**config.mk**
```make
export PLATFORM = sky130hd
export DESIGN_NAME = mem_arbiter
export DESIGN_NICKNAME = d
export VERILOG_FILES = /design/src/rtl/skylark_pkg.sv /design/src/rtl/arb_streak_counter.sv /design/src/rtl/mem_arbiter.sv
export SDC_FILE = /design/constraint.sdc
export NUM_CORES = 1
export LEC_CHECK = 0
export ABC_AREA = 1
export BUFFER_PORTS_ARGS = -buffer_cell sky130_fd_sc_hd__buf_2
export CAP_MARGIN = 15
export CORE_MARGIN = 2
export CORE_UTILIZATION = 47
export CTS_CLUSTER_SIZE = 10
export DETAILED_ROUTE_END_ITERATION = 10
export GPL_TIMING_DRIVEN = 0
export PLACE_DENSITY_LB_ADDON = 0.1
export RECOVER_POWER = 25
export SETUP_SLACK_MARGIN = 0.4
export SYNTH_ARGS = -nofsm -noshare
export SYNTH_HDL_FRONTEND = slang
export SYNTH_SLANG_ARGS = --single-unit
```
**constraint.sdc**
```tcl
create_clock -name clk -period 2.4 [get_ports clk]
set_input_delay 0 -clock clk [delete_from_list [all_inputs] [get_ports clk]]
set_output_delay 0 -clock clk [all_outputs]
set_load 0.03 [all_outputs]
```
**src/rtl/skylark_pkg.sv**
```systemverilog
// Shared types and defaults for the instruction/data memory arbiter.
package skylark_pkg;

    typedef enum logic [1:0] {
        IDLE    = 2'd0,
        GRANT_I = 2'd1,
        GRANT_D = 2'd2
    } arb_state_t;

    localparam int unsigned MAX_D_STREAK_DEFAULT = 4;
    localparam int unsigned STREAK_W             = 4;

endpackage

```
**src/rtl/arb_streak_counter.sv**
```systemverilog
// Saturating count of consecutive data grants taken while an instruction fetch waits.
module arb_streak_counter
    import skylark_pkg::*;
#(
    parameter int unsigned MAX = MAX_D_STREAK_DEFAULT
) (
    input  logic                clk,
    input  logic                rst_n,
    input  logic                inc,
    input  logic                clr,
    output logic [STREAK_W-1:0] count
);

    localparam logic [STREAK_W-1:0] LIMIT = STREAK_W'(MAX);

    logic [STREAK_W-1:0] r_count;

    // Streak register: clear wins over increment, increment stops at LIMIT.
    always_ff @(posedge clk or negedge rst_n) begin
        if (!rst_n) begin
            r_count <= {STREAK_W{1'b0}};
        end else if (clr) begin
            r_count <= {STREAK_W{1'b0}};
        end else if (inc && (r_count != LIMIT)) begin
            r_count <= r_count + {{(STREAK_W-1){1'b0}}, 1'b1};
        end
    end

    assign count = r_count;

endmodule

```
**src/rtl/mem_arbiter.sv**
```systemverilog
// Arbitrates instruction fetch and data access onto one shared memory port.
// Data normally wins; a bounded data streak guarantees fetch progress.
module mem_arbiter
    import skylark_pkg::*;
#(
    parameter int unsigned MAX_D_STREAK = MAX_D_STREAK_DEFAULT
) (
    input  logic        clk,
    input  logic        reset,
    input  logic        i_req,
    input  logic [31:0] i_addr,
    output logic        i_ack,
    output logic [31:0] i_rdata,
    input  logic        d_req,
    input  logic        d_we,
    input  logic [31:0] d_addr,
    input  logic [31:0] d_wdata,
    output logic        d_ack,
    output logic [31:0] d_rdata,
    output logic        m_req,
    output logic        m_we,
    output logic [31:0] m_addr,
    output logic [31:0] m_wdata,
    input  logic [31:0] m_rdata,
    input  logic        m_ack,
    output logic        gnt_d
);

    localparam logic [STREAK_W-1:0] STREAK_LIMIT = STREAK_W'(MAX_D_STREAK);

    arb_state_t          r_state;
    arb_state_t          w_next_state;
    logic                w_streak_inc;
    logic                w_streak_clr;
    logic [STREAK_W-1:0] w_streak;

    arb_streak_counter #(
        .MAX (MAX_D_STREAK)
    ) u_streak (
        .clk   (clk),
        .rst_n (reset),
        .inc   (w_streak_inc),
        .clr   (w_streak_clr),
        .count (w_streak)
    );

    // State register.
    always_ff @(posedge clk or negedge reset) begin
        if (!reset) begin
            r_state <= IDLE;
        end else begin
            r_state <= w_next_state;
        end
    end

    // Next-state selection and streak bookkeeping; m_ack is only honoured in a grant state.
    always_comb begin
        w_next_state = r_state;
        w_streak_inc = 1'b0;
        w_streak_clr = 1'b0;
        case (r_state)
            IDLE: begin
                if (d_req && (!i_req || (w_streak != STREAK_LIMIT))) begin
                    w_next_state = GRANT_D;
                    w_streak_inc = i_req;
                    w_streak_clr = !i_req;
                end else if (i_req) begin
                    w_next_state = GRANT_I;
                    w_streak_clr = 1'b1;
                end else begin
                    w_next_state = IDLE;
                    w_streak_clr = 1'b1;
                end
            end
            GRANT_I: begin
                if (m_ack) begin
                    w_next_state = IDLE;
                end else begin
                    w_next_state = GRANT_I;
                end
            end
            GRANT_D: begin
                if (m_ack) begin
                    w_next_state = IDLE;
                end else begin
                    w_next_state = GRANT_D;
                end
            end
            default: begin
                w_next_state = IDLE;
            end
        endcase
    end

    // Memory-port launch, completion capture and one-cycle ack pulses.
    always_ff @(posedge clk or negedge reset) begin
        if (!reset) begin
            m_req   <= 1'b0;
            m_we    <= 1'b0;
            m_addr  <= 32'h0000_0000;
            m_wdata <= 32'h0000_0000;
            i_ack   <= 1'b0;
            d_ack   <= 1'b0;
            i_rdata <= 32'h0000_0000;
            d_rdata <= 32'h0000_0000;
            gnt_d   <= 1'b0;
        end else begin
            i_ack <= 1'b0;
            d_ack <= 1'b0;
            gnt_d <= (w_next_state == GRANT_D);
            case (r_state)
                IDLE: begin
                    if (w_next_state == GRANT_D) begin
                        m_req   <= 1'b1;
                        m_we    <= d_we;
                        m_addr  <= d_addr;
                        m_wdata <= d_wdata;
                    end else if (w_next_state == GRANT_I) begin
                        m_req   <= 1'b1;
                        m_we    <= 1'b0;
                        m_addr  <= i_addr;
                        m_wdata <= 32'h0000_0000;
                    end
                end
                GRANT_I: begin
                    if (m_ack) begin
                        m_req   <= 1'b0;
                        i_ack   <= 1'b1;
                        i_rdata <= m_rdata;
                    end
                end
                GRANT_D: begin
                    if (m_ack) begin
                        m_req <= 1'b0;
                        d_ack <= 1'b1;
                        // A store completes with an ack but leaves the last load data visible.
                        if (!m_we) begin
                            d_rdata <= m_rdata;
                        end
                    end
                end
                default: begin
                    m_req <= 1'b0;
                end
            endcase
        end
    end

endmodule

```
==> impl_metrics.yaml <==
grt:
  grt_pass1_vias: 6439
  grt_usage_pct: 29.88
  grt_pass1_wl_um: 30560
  grt_max_degree: 102
  grt_overflow: 0
  antenna_found_initial: 0
routing:
  drtAntennaViolNets: 0
  post_drt_wl_per_cell_um: 16.75
  drt_iter0_drc: 381
  drc: 0
  dr.pass1.iters: 5
  viasPerCell: 5.215
  vias: 6394
  drt-total-wl_um: 20540
place:
  routabilityCongestion: 0.8479
  port_buffers: 266
  hpwlAfterDp_um: 11550
yosys:
  synth_top_area_share_pct: 60.53
  synthesis.area_mm2: 0.005747
  synth_seq_cells: 139
  ys.warnings.count: 0
  synth_top_area_cell: "dfrtp_1"
  syn_nets: 780
  synth_cell_types: 19
  syn_inst: 637
  synth.avg_cell_area_um2: 9.022
  yosysSeqAreaShare_pct: 60.53
  netlist_top_cells_area: "dfrtp_1 61%, nand2_1 12%, o21ai_0 8.5%"
setup_path:
  cp.required_ns: 2.67
  crit_type: "reg -> reg"
  r2r-end: "m_addr[8]"
  crit_chain: "inv_1, ha_4, nand2_1, inv_1, nand2_2, nand2_2, nand2_2, ha_4, nor2_4, clkbuf_4, a31oi_1"
  crit_slowest_cell: "dfrtp_1"
  r2r_slack_ns: 0.23
  endpoint_kind: "flip-flop"
  cp.arrival_ns: 2.45
  reg2reg_from: "r_state[0]"
  critPathMaxFanout: 10
  cpMostUsedCell: "nand2_2"
  cpPeakStageDelay_ns: 0.41
  cp-start-kind: "flip-flop"
  reg2reg_depth: 11
clock_tree:
  clock_sinks: 139
  worstSkewPairLatency_ns: 0.42
  clockBufferDepth: 2
  cts_tree: "done"
  cts_buffers: 17
  clkTransAtPathRegs_ns: 0.06
  htreeDepth: 4
  cts_root_buf: "clkbuf_16"
die:
  initial_core_util_pct: 48.04
  ioPinCount: 267
  die_h_um: 114.6
  coreArea_mm2: 0.01196
  dieArea_mm2: 0.01313
  row_count: 40
  die_w_um: 114.6
final_layout:
  mostFrequentLayoutCells: "241 x buf_2, 178 x nand2_1, 139 x dfrtp_1, 133 x dlygate4sd3_1, 88 x o21ai_0"
  drive_above_1_share_pct: 30.68
  final_core_util_pct: 79.92
  antenna_cells: 0
  layout_commonest_cell: "buf_2"
  fill_cells: 746
  layout.area.seq_mm2: 0.003478
  syn_to_final_growth_pct: 66.34
  multi_input_area_mm2: 0.002046
  layout.nets: 1210
power_and_ir_drop:
  clkPwrFrac_pct: 19.8
  p_leak_nw: 5.016
  p_sw_mw: 6.644
  switching_share_pct: 46.41
  combPwrFrac_pct: 52.1
  seq_power_share_pct: 28.0
  power_density_mw_per_mm2: 1498
  p_int_mw: 7.671
  vdd_drop_max_mv: 0.8439
timing:
  slew_violations: 0
  grt_setup_unrepaired: "yes"
  worst_pin_slew_ns: 1.398
  fin_crit_ns: 2.173
  timing.hold.ws_ns: 0.04060
  post-route-period-util_pct: 90.55
  clock_skew_ns: 0.006344
  setup_tns_ns: 0
  hold_viol: 0
  finalSetupViolations: 0
  relSlewSlack_pct: 6.799
  fmax_ghz: 0.4601
status:
  status: "finished clean"
run:
  max_cap_violations: 0
worst_hold_path:
  hold_path.class: "in -> async"
-- power groups by stage --
stage	clock, mW	sequential, mW	combinational (mW)
5_1_grt	2.96	4.11	7.97
6_report	2.84	4.01	7.46
4_1_cts	2.87	3.95	6.88
3_5_place_dp	0	3.98	6.36
3_3_place_gp	0	3.95	6.21
2_1_floorplan	0	6.00	2.30
-- cells in the mapped netlist --
master	count
inv_2	1
buf_6	3
clkbuf_1	22
nand2_1	184
buf_4	3
nor2_4	1
xor2_1	1
nor2_1	38
o31ai_1	1
a21oi_1	2
dfrtp_1	139
inv_1	52
o21ai_0	98
ha_1	9
a31oi_1	32
nor3_1	1
nand3_1	37
nand2_2	1
buf_2	12
-- final cells by class --
type,count,share of cell area (%)
plain buffers,40,3.063
flip-flops and latches,139,36.39
well taps,147,1.924
inverters,53,2.134
clock inverters,8,1.728
clock buffers,23,4.895
repair buffers,410,28.47
multi-input cells,406,21.40
-- worst max-delay path: cells and delay by family (launching register included) --
kind	cells	cell delay, ns
buf+inv	3	0.51
flops	1	0.41
fa+ha+maj	2	0.47
simple gates	5	0.49
compound gates	1	0.15
-- logic make-up (layout without fill, tap and decap cells) --
group | count (synthesis) | count (layout) | synth area share [%]
flip-flops | 139 | 139 | 60.53
AND/OR/NAND/NOR | 262 | 263 | 18.11
buffers and inverters | 93 | 534 | 6.924
AO/OA/AOI/OAI | 133 | 133 | 12.32
XOR/XNOR | 1 | 1 | 0.1524
adder cells (fa/ha/maj) | 9 | 9 | 1.960
-- stage by stage --
step / setup WS [ns] / instances / total power, mW / area [µm²]
3_3_place_gp: -0.5594 / 1050 / 10.16 / 7264
4_1_cts: 0.4009 / 1221 / 13.71 / 9427
2_1_floorplan: 0.4076 / 637 / 8.306 / 5749
5_1_grt: 0.1705 / 1226 / 15.04 / 9559
3_5_place_dp: 0.07798 / 1051 / 10.33 / 7298
6_report: 0.2268 / 1226 / 14.32 / 9559
-- flip-flops by register name, summed over array words and instances (netlist names) --
name	flops
r_state	2
d_ack	1
m_wdata	32
m_req	1
u_streak.count	4
d_rdata	32
m_addr	32
m_we	1
gnt_d	1
i_rdata	32
i_ack	1
-- metal layers --
metal	wire length (µm)	global-route usage [%]
met5	0	0
met4	984	18.13
met3	1369	7.305
met2	10380	51.32
met1	7797	33.52
-- worst max path at each step --
stage | start | slack (ns) | cells after the start | end
detailed placement | u_streak.count[0] | 0.08 | 12 | m_addr[28]
finish | r_state[0] | 0.23 | 11 | m_addr[8]
CTS | r_state[1] | 0.40 | 9 | m_addr[28]
floorplan | u_streak.count[0] | 0.41 | 12 | m_addr[11]
global placement | reset | -0.56 | 1 | m_wdata[19]
global route | r_state[0] | 0.17 | 12 | m_addr[15]
-- timing repair --
item	CTS	global route
resized for setup	40	49
endpoints found under the setup margin	66	66
hold endpoints to repair	273	0
setup buffers	2	4
gates cloned	4	1
hold buffers	133	0
pin swaps	3	3
Power figures use the tool's default switching activity.
